--- src/rtl/mac_selftest_pkg.sv ---
// Shared definitions for the MAC self-test block: FSM encoding, LFSR
// polynomial and the fixed MAC pipeline depth.
package mac_selftest_pkg;

  typedef logic [2:0] state_t;

  localparam state_t ST_IDLE  = 3'd0;
  localparam state_t ST_RUN   = 3'd1;
  localparam state_t ST_DRAIN = 3'd2;
  localparam state_t ST_CHECK = 3'd3;
  localparam state_t ST_DONE  = 3'd4;

  // Galois form of x^16 + x^14 + x^13 + x^11 + 1
  localparam logic [15:0] LFSR_TAPS = 16'hB400;

  localparam int PIPE = 3;

  function automatic logic [15:0] lfsr_step(input logic [15:0] s);
    return {1'b0, s[15:1]} ^ (s[0] ? LFSR_TAPS : 16'h0000);
  endfunction

endpackage

--- src/rtl/mac_pipe.sv ---
// Three-stage unsigned multiply-accumulate (input reg, product reg,
// accumulate reg) laid out so the multiplier maps onto a DSP block.
module mac_pipe #(
  parameter int WIDTH     = 16,
  parameter int ACC_WIDTH = 2*WIDTH+8
) (
  input  logic                   CLK,
  input  logic                   RST,
  input  logic                   clr,
  input  logic                   in_valid,
  input  logic [WIDTH-1:0]       a,
  input  logic [WIDTH-1:0]       b,
  input  logic                   fault,
  output logic [2*WIDTH-1:0]     prod,
  output logic                   prod_valid,
  output logic [ACC_WIDTH-1:0]   acc
);

  logic [WIDTH-1:0] a_r;
  logic [WIDTH-1:0] b_r;
  logic             in_valid_r;

  // The fault flips product bit 0 only as it is captured in the product register
  always_ff @(posedge CLK or posedge RST) begin
    if (RST) begin
      a_r        <= '0;
      b_r        <= '0;
      in_valid_r <= 1'b0;
      prod       <= '0;
      prod_valid <= 1'b0;
      acc        <= '0;
    end else if (clr) begin
      a_r        <= '0;
      b_r        <= '0;
      in_valid_r <= 1'b0;
      prod       <= '0;
      prod_valid <= 1'b0;
      acc        <= '0;
    end else begin
      a_r        <= a;
      b_r        <= b;
      in_valid_r <= in_valid;
      prod       <= ((2*WIDTH)'(a_r) * (2*WIDTH)'(b_r)) ^ (2*WIDTH)'(fault);
      prod_valid <= in_valid_r;
      if (prod_valid)
        acc <= acc + ACC_WIDTH'(prod);
    end
  end

endmodule

--- src/rtl/mac_selftest.sv ---
// Built-in self test for the MAC pipeline: streams generated operand pairs
// through mac_pipe and checks every product against a delayed reference.
module mac_selftest
  import mac_selftest_pkg::*;
#(
  parameter int          WIDTH     = 16,
  parameter int          ACC_WIDTH = 2*WIDTH+8,
  parameter int          NUM_VEC   = 256,
  parameter int          MODE      = 0,
  parameter logic [15:0] SEED      = 16'hACE1
) (
  input  logic                 CLK,
  input  logic                 RST,
  input  logic                 start,
  input  logic                 inj_fault,
  output logic                 busy,
  output logic                 done,
  output logic                 correct,
  output logic [7:0]           err_count,
  output logic [ACC_WIDTH-1:0] acc_out
);

  state_t                 state;
  logic [15:0]            vec_idx;
  logic [15:0]            idx_next;
  logic [15:0]            lfsr;
  logic [1:0]             drain_cnt;
  logic                   launch;
  logic                   issue;
  logic                   last_vec;
  logic                   mismatch;
  logic [WIDTH-1:0]       op_a;
  logic [WIDTH-1:0]       op_b;
  logic [2*WIDTH-1:0]     ref_prod;
  logic [2*WIDTH-1:0]     ref_d1;
  logic [2*WIDTH-1:0]     ref_d2;
  logic [2*WIDTH-1:0]     pipe_prod;
  logic                   pipe_valid;
  logic [ACC_WIDTH-1:0]   ref_acc;
  logic [ACC_WIDTH-1:0]   pipe_acc;

  assign launch   = start && ((state == ST_IDLE) || (state == ST_DONE));
  assign issue    = (state == ST_RUN);
  assign last_vec = (vec_idx == 16'(NUM_VEC - 1));
  assign idx_next = vec_idx + 16'd1;

  always_comb begin
    op_a = '0;
    op_b = '0;
    if (MODE == 0) begin
      op_a = lfsr[WIDTH-1:0];
      op_b = lfsr[15:16-WIDTH];
    end else begin
      op_a = vec_idx[WIDTH-1:0];
      op_b = idx_next[WIDTH-1:0];
    end
  end

  assign ref_prod = (2*WIDTH)'(op_a) * (2*WIDTH)'(op_b);

  mac_pipe #(
    .WIDTH     (WIDTH),
    .ACC_WIDTH (ACC_WIDTH)
  ) u_mac (
    .CLK        (CLK),
    .RST        (RST),
    .clr        (launch),
    .in_valid   (issue),
    .a          (op_a),
    .b          (op_b),
    .fault      (inj_fault),
    .prod       (pipe_prod),
    .prod_valid (pipe_valid),
    .acc        (pipe_acc)
  );

  // Sequencer: the launch edge reloads the generator so every run is identical
  always_ff @(posedge CLK or posedge RST) begin
    if (RST) begin
      state     <= ST_IDLE;
      vec_idx   <= '0;
      drain_cnt <= '0;
      lfsr      <= SEED;
    end else begin
      case (state)
        ST_IDLE, ST_DONE: begin
          if (launch) begin
            state     <= ST_RUN;
            vec_idx   <= '0;
            drain_cnt <= '0;
            lfsr      <= SEED;
          end
        end
        ST_RUN: begin
          vec_idx <= idx_next;
          lfsr    <= lfsr_step(lfsr);
          if (last_vec) begin
            state     <= ST_DRAIN;
            drain_cnt <= '0;
          end
        end
        ST_DRAIN: begin
          drain_cnt <= drain_cnt + 2'd1;
          if (drain_cnt == 2'(PIPE - 1))
            state <= ST_CHECK;
        end
        ST_CHECK: state <= ST_DONE;
        default:  state <= ST_IDLE;
      endcase
    end
  end

  // Reference products are delayed PIPE-1 cycles so they meet pipe_prod
  assign mismatch = pipe_valid && (pipe_prod != ref_d2);

  always_ff @(posedge CLK or posedge RST) begin
    if (RST) begin
      ref_d1    <= '0;
      ref_d2    <= '0;
      ref_acc   <= '0;
      err_count <= '0;
      correct   <= 1'b0;
    end else if (launch) begin
      ref_d1    <= '0;
      ref_d2    <= '0;
      ref_acc   <= '0;
      err_count <= '0;
      correct   <= 1'b0;
    end else begin
      ref_d1 <= ref_prod;
      ref_d2 <= ref_d1;
      if (pipe_valid)
        ref_acc <= ref_acc + ACC_WIDTH'(ref_d2);
      if (mismatch && (err_count != 8'hFF))
        err_count <= err_count + 8'd1;
      if (state == ST_CHECK)
        correct <= (err_count == 8'd0) && (pipe_acc == ref_acc);
    end
  end

  assign busy    = (state == ST_RUN) || (state == ST_DRAIN) || (state == ST_CHECK);
  assign done    = (state == ST_DONE);
  assign acc_out = pipe_acc;

endmodule

--- config.mk ---
export PLATFORM = sky130hd
export DESIGN_NAME = mac_selftest
export DESIGN_NICKNAME = d
export VERILOG_FILES = /design/src/rtl/mac_selftest_pkg.sv /design/src/rtl/mac_pipe.sv /design/src/rtl/mac_selftest.sv
export SDC_FILE = /design/constraint.sdc
export NUM_CORES = 2
export LEC_CHECK = 0
export CAP_MARGIN = 15
export CELL_PAD_IN_SITES_DETAIL_PLACEMENT = 1
export CELL_PAD_IN_SITES_GLOBAL_PLACEMENT = 2
export CORE_MARGIN = 5
export CORE_UTILIZATION = 45
export CTS_BUF_LIST = sky130_fd_sc_hd__clkbuf_2
export DETAILED_ROUTE_END_ITERATION = 6
export GPL_ROUTABILITY_DRIVEN = 1
export HOLD_SLACK_MARGIN = 0.05
export PLACE_DENSITY_LB_ADDON = 0.1
export SYNTH_ARGS = -nofsm -noshare
export SYNTH_HDL_FRONTEND = slang
export SYNTH_SLANG_ARGS = --single-unit
--- constraint.sdc ---
create_clock -name CLK -period 18.06 [get_ports CLK]
set_input_delay 2.709 -clock CLK [delete_from_list [all_inputs] [get_ports CLK]]
set_output_delay 2.709 -clock CLK [all_outputs]
set_load 0.01 [all_outputs]
==> reports/qor.yml <==
drt:
  drc: 0
  drtPass1Iterations: 5
  drt-vias-per-instance: 5.43
  drt_first_iter_violations: 957
  wl_per_cell_um: 21.3
  vias: 20994
  drtAntennaViolNets: 0
  totalWireLength_um: 82500
global_routing:
  grt_max_degree: 112
  antenna_found_initial: 3
  grt_pass1_vias: 23452
  grt_pass1_wl_um: 133000
  grt_use_total: 0.253
  grt_overflow: 0
setup_path:
  crit_type: "flip-flop to flip-flop"
  crit_path_end_kind: "flip-flop"
  startpoint_type: "flip-flop"
  cp_cell_sequence: "inv_1, nor2_1, ha_1, xor2_1, fa_1, inv_1, fa_1, fa_1, fa_1, inv_1, fa_1, inv_1, ha_1, a21o_1, a21o_1, a221o_1, nor3_1, a21oi_1, a211oi_1, o21bai_1, a21oi_1, mux2i_1"
  cp.required_ns: 18.97
  arrival_ns: 7.77
  slowest_stage: "dfrtp_1"
  max_stage_delay_ns: 0.84
  crit_fanout: 14
  r2r_setup_slack_ns: 11.20
  timing.rr.end: "u_mac.prod[24]"
  critPathMostFrequentCell: "fa_1"
  reg2reg_from: "u_mac.b_r[3]"
  reg2reg_depth: 22
logic_synthesis:
  async_reset_ff_frac: 1.00
  synth-main-ff-cell: "dfrtp_1"
  syn_avg_cell_area_um2: 9.16
  synthCells: 2991
  synth_edf_count: 0
  netlist_area_um2: 27400
  synth_seq_cells: 237
  synth_cell_types: 90
  ys_warn_count: 0
  synth_nets: 3591
  yosysSeqAreaShare: 0.217
worst_hold_path:
  hold_class: "flip-flop to flip-flop"
  hold_path_depth: 1
  hold_start: "ref_d1[20]"
  min_to: "ref_d2[20]"
sta:
  final-hold-violation-count: 0
  whs_ns: 0.430
  relSlewSlack: 0.242
  fmax_ghz: 0.146
  period_minus_slack_ns: 6.86
  min_period_over_period: 0.380
  setup_violations: 0
  timing.setup.tns_ns: 0
  rsz0062_at_grt: "false"
  fin_skew_ns: 0.135
  worstMarginPinSlew_ns: 1.13
  fin_ws_ns: 11.20
  slew_violations: 0
run:
  maxCapViolations: 0
final_layout:
  fin_nets: 3632
  area_growth_pct: 6.89
  layout-drive-gt1-share: 0.0587
floorplanning:
  num_io_pins: 55
  die_y_um: 257
  die_w_um: 257
  fp-row-count: 90
  start_util: 0.454
  core_region_area_um2: 60400
  dieArea_um2: 65900
clock_network:
  cts_tree: "built"
  cts_setup_buffers: 0
  cts_hold_buf: 0
  clkLatencyLatePin_ns: 1.02
  clk_path_buf_depth: 3
  htreeDepth: 3
  cts_inserted_buffers: 71
  clock-sinks: 237
  cts-root-buf: "clkbuf_2"
  clkTransAtPathRegs_ns: 0.10
  cts_resized: 0
placement:
  place_ws_ns: 11.22
  place.gp.congestion: 0.896
  port_buffers: 54
  hpwl_um: 65700
run_status:
  status: "complete, no violations"
==> critical path, delay by kind of cell (launching register included) <==
kind,cells,cell delay [ns]
adder cells (fa/ha/maj),7,3.13
multiplexers,1,0.21
AO/OA/AOI/OAI,7,1.54
AND/OR/NAND/NOR,2,0.41
buffers and inverters,4,0.46
flip-flops,1,0.84
XOR/XNOR,1,0.19
==> cell usage in the layout, fill, tap and decap left out, drive strengths merged, types with 8 or more instances in the layout <==
| cell type | n |
|---|---|
| nand2 | 264 |
| ha | 271 |
| nor2b | 20 |
| nor4 | 12 |
| buf | 9 |
| o21bai | 15 |
| nand3 | 44 |
| a211oi | 24 |
| a21oi | 131 |
| mux2i | 41 |
| dfstp | 8 |
| o21ai | 93 |
| nand2b | 19 |
| inv | 535 |
| o21a | 16 |
| a31oi | 16 |
| and3 | 22 |
| and2 | 126 |
| or3 | 9 |
| nor2 | 220 |
| or2 | 13 |
| fa | 325 |
| nand4 | 31 |
| a21o | 62 |
| clkbuf | 97 |
| clkinv | 25 |
| xnor2 | 131 |
| clkdlybuf4s50 | 54 |
| nor3 | 34 |
| xor2 | 64 |
| o211ai | 12 |
| dfrtp | 229 |
| o22ai | 12 |
| a31o | 11 |
==> how the worst max path moves through the flow <==
stage | start | end | slack, ns | depth (start not counted)
after floorplan | RST | correct | 8.86 | 1
after global placement | u_mac.b_r[1] | u_mac.prod[29] | 11.35 | 22
after detailed placement | u_mac.b_r[5] | u_mac.prod[24] | 11.22 | 23
after CTS | u_mac.b_r[5] | u_mac.prod[24] | 11.16 | 23
after global routing | u_mac.b_r[5] | u_mac.prod[24] | 10.88 | 23
final | u_mac.b_r[3] | u_mac.prod[24] | 11.20 | 22
==> cells in the mapped netlist, types with 33 or more instances <==
library cell / count / area (µm²)
clkbuf_1: 81 / 304
nand2_1: 264 / 991
fa_1: 325 / 6510
ha_1: 271 / 3390
xnor2_1: 131 / 1150
nor2_1: 220 / 826
nor3_1: 33 / 165
xor2_1: 64 / 561
a21oi_1: 130 / 651
nand3_1: 43 / 215
a21o_1: 62 / 465
dfrtp_1: 229 / 5730
inv_1: 533 / 2000
o21ai_0: 80 / 400
mux2i_1: 41 / 410
and2_1: 126 / 788
==> state kept, by name (all words and copies together), names as in the netlist <==
signal / cells
ref_acc: 40
u_mac.acc: 40
ref_d2: 32
u_mac.prod: 31
ref_d1: 30
lfsr: 16
u_mac.b_r: 16
vec_idx: 16
err_count: 8
state: 3
drain_cnt: 2
correct: 1
u_mac.in_valid_r: 1
u_mac.prod_valid: 1
==> area by class of cell <==
type,count,area [µm²]
flip-flops and latches,237,5940
fillers,7077,31100
clock buffers,97,485
diodes,2,5.00
multi-input cells,2125,19100
repair buffers,63,608
clock inverters,28,164
well taps,782,978
inverters,534,2010
==> cell families after synthesis <==
logic type      after synthesis  share of synthesized area
flops                       237                      0.217
compound gates              455                      0.112
fa+ha+maj                   596                      0.361
mux                          48                     0.0179
buf+inv                     629                     0.0865
xor+xnor                    195                     0.0623
simple gates                830                      0.143
other cells                   1                   0.000137
==> per-layer routing <==
metal | track usage | vias up | wire length (µm)
li1 | - | 9745 | -
met1 | 0.342 | 10779 | 37400
met2 | 0.438 | 348 | 40800
met3 | 0.0336 | 122 | 2800
met4 | 0.0544 | 0 | 1590
met5 | 0 | - | 0
==> per-stage QoR <==
stage	instance area, µm²	instances	utilization
6_report	29300	3868	0.485
2_1_floorplan	27400	2991	-
3_3_place_gp	28600	3741	0.474
4_1_cts	29300	3866	0.485
3_5_place_dp	28600	3741	0.474
5_1_grt	29300	3868	0.485
Power is not shown: default switching activity piles up to over one toggle a cycle in this logic, so the estimate is an artifact.
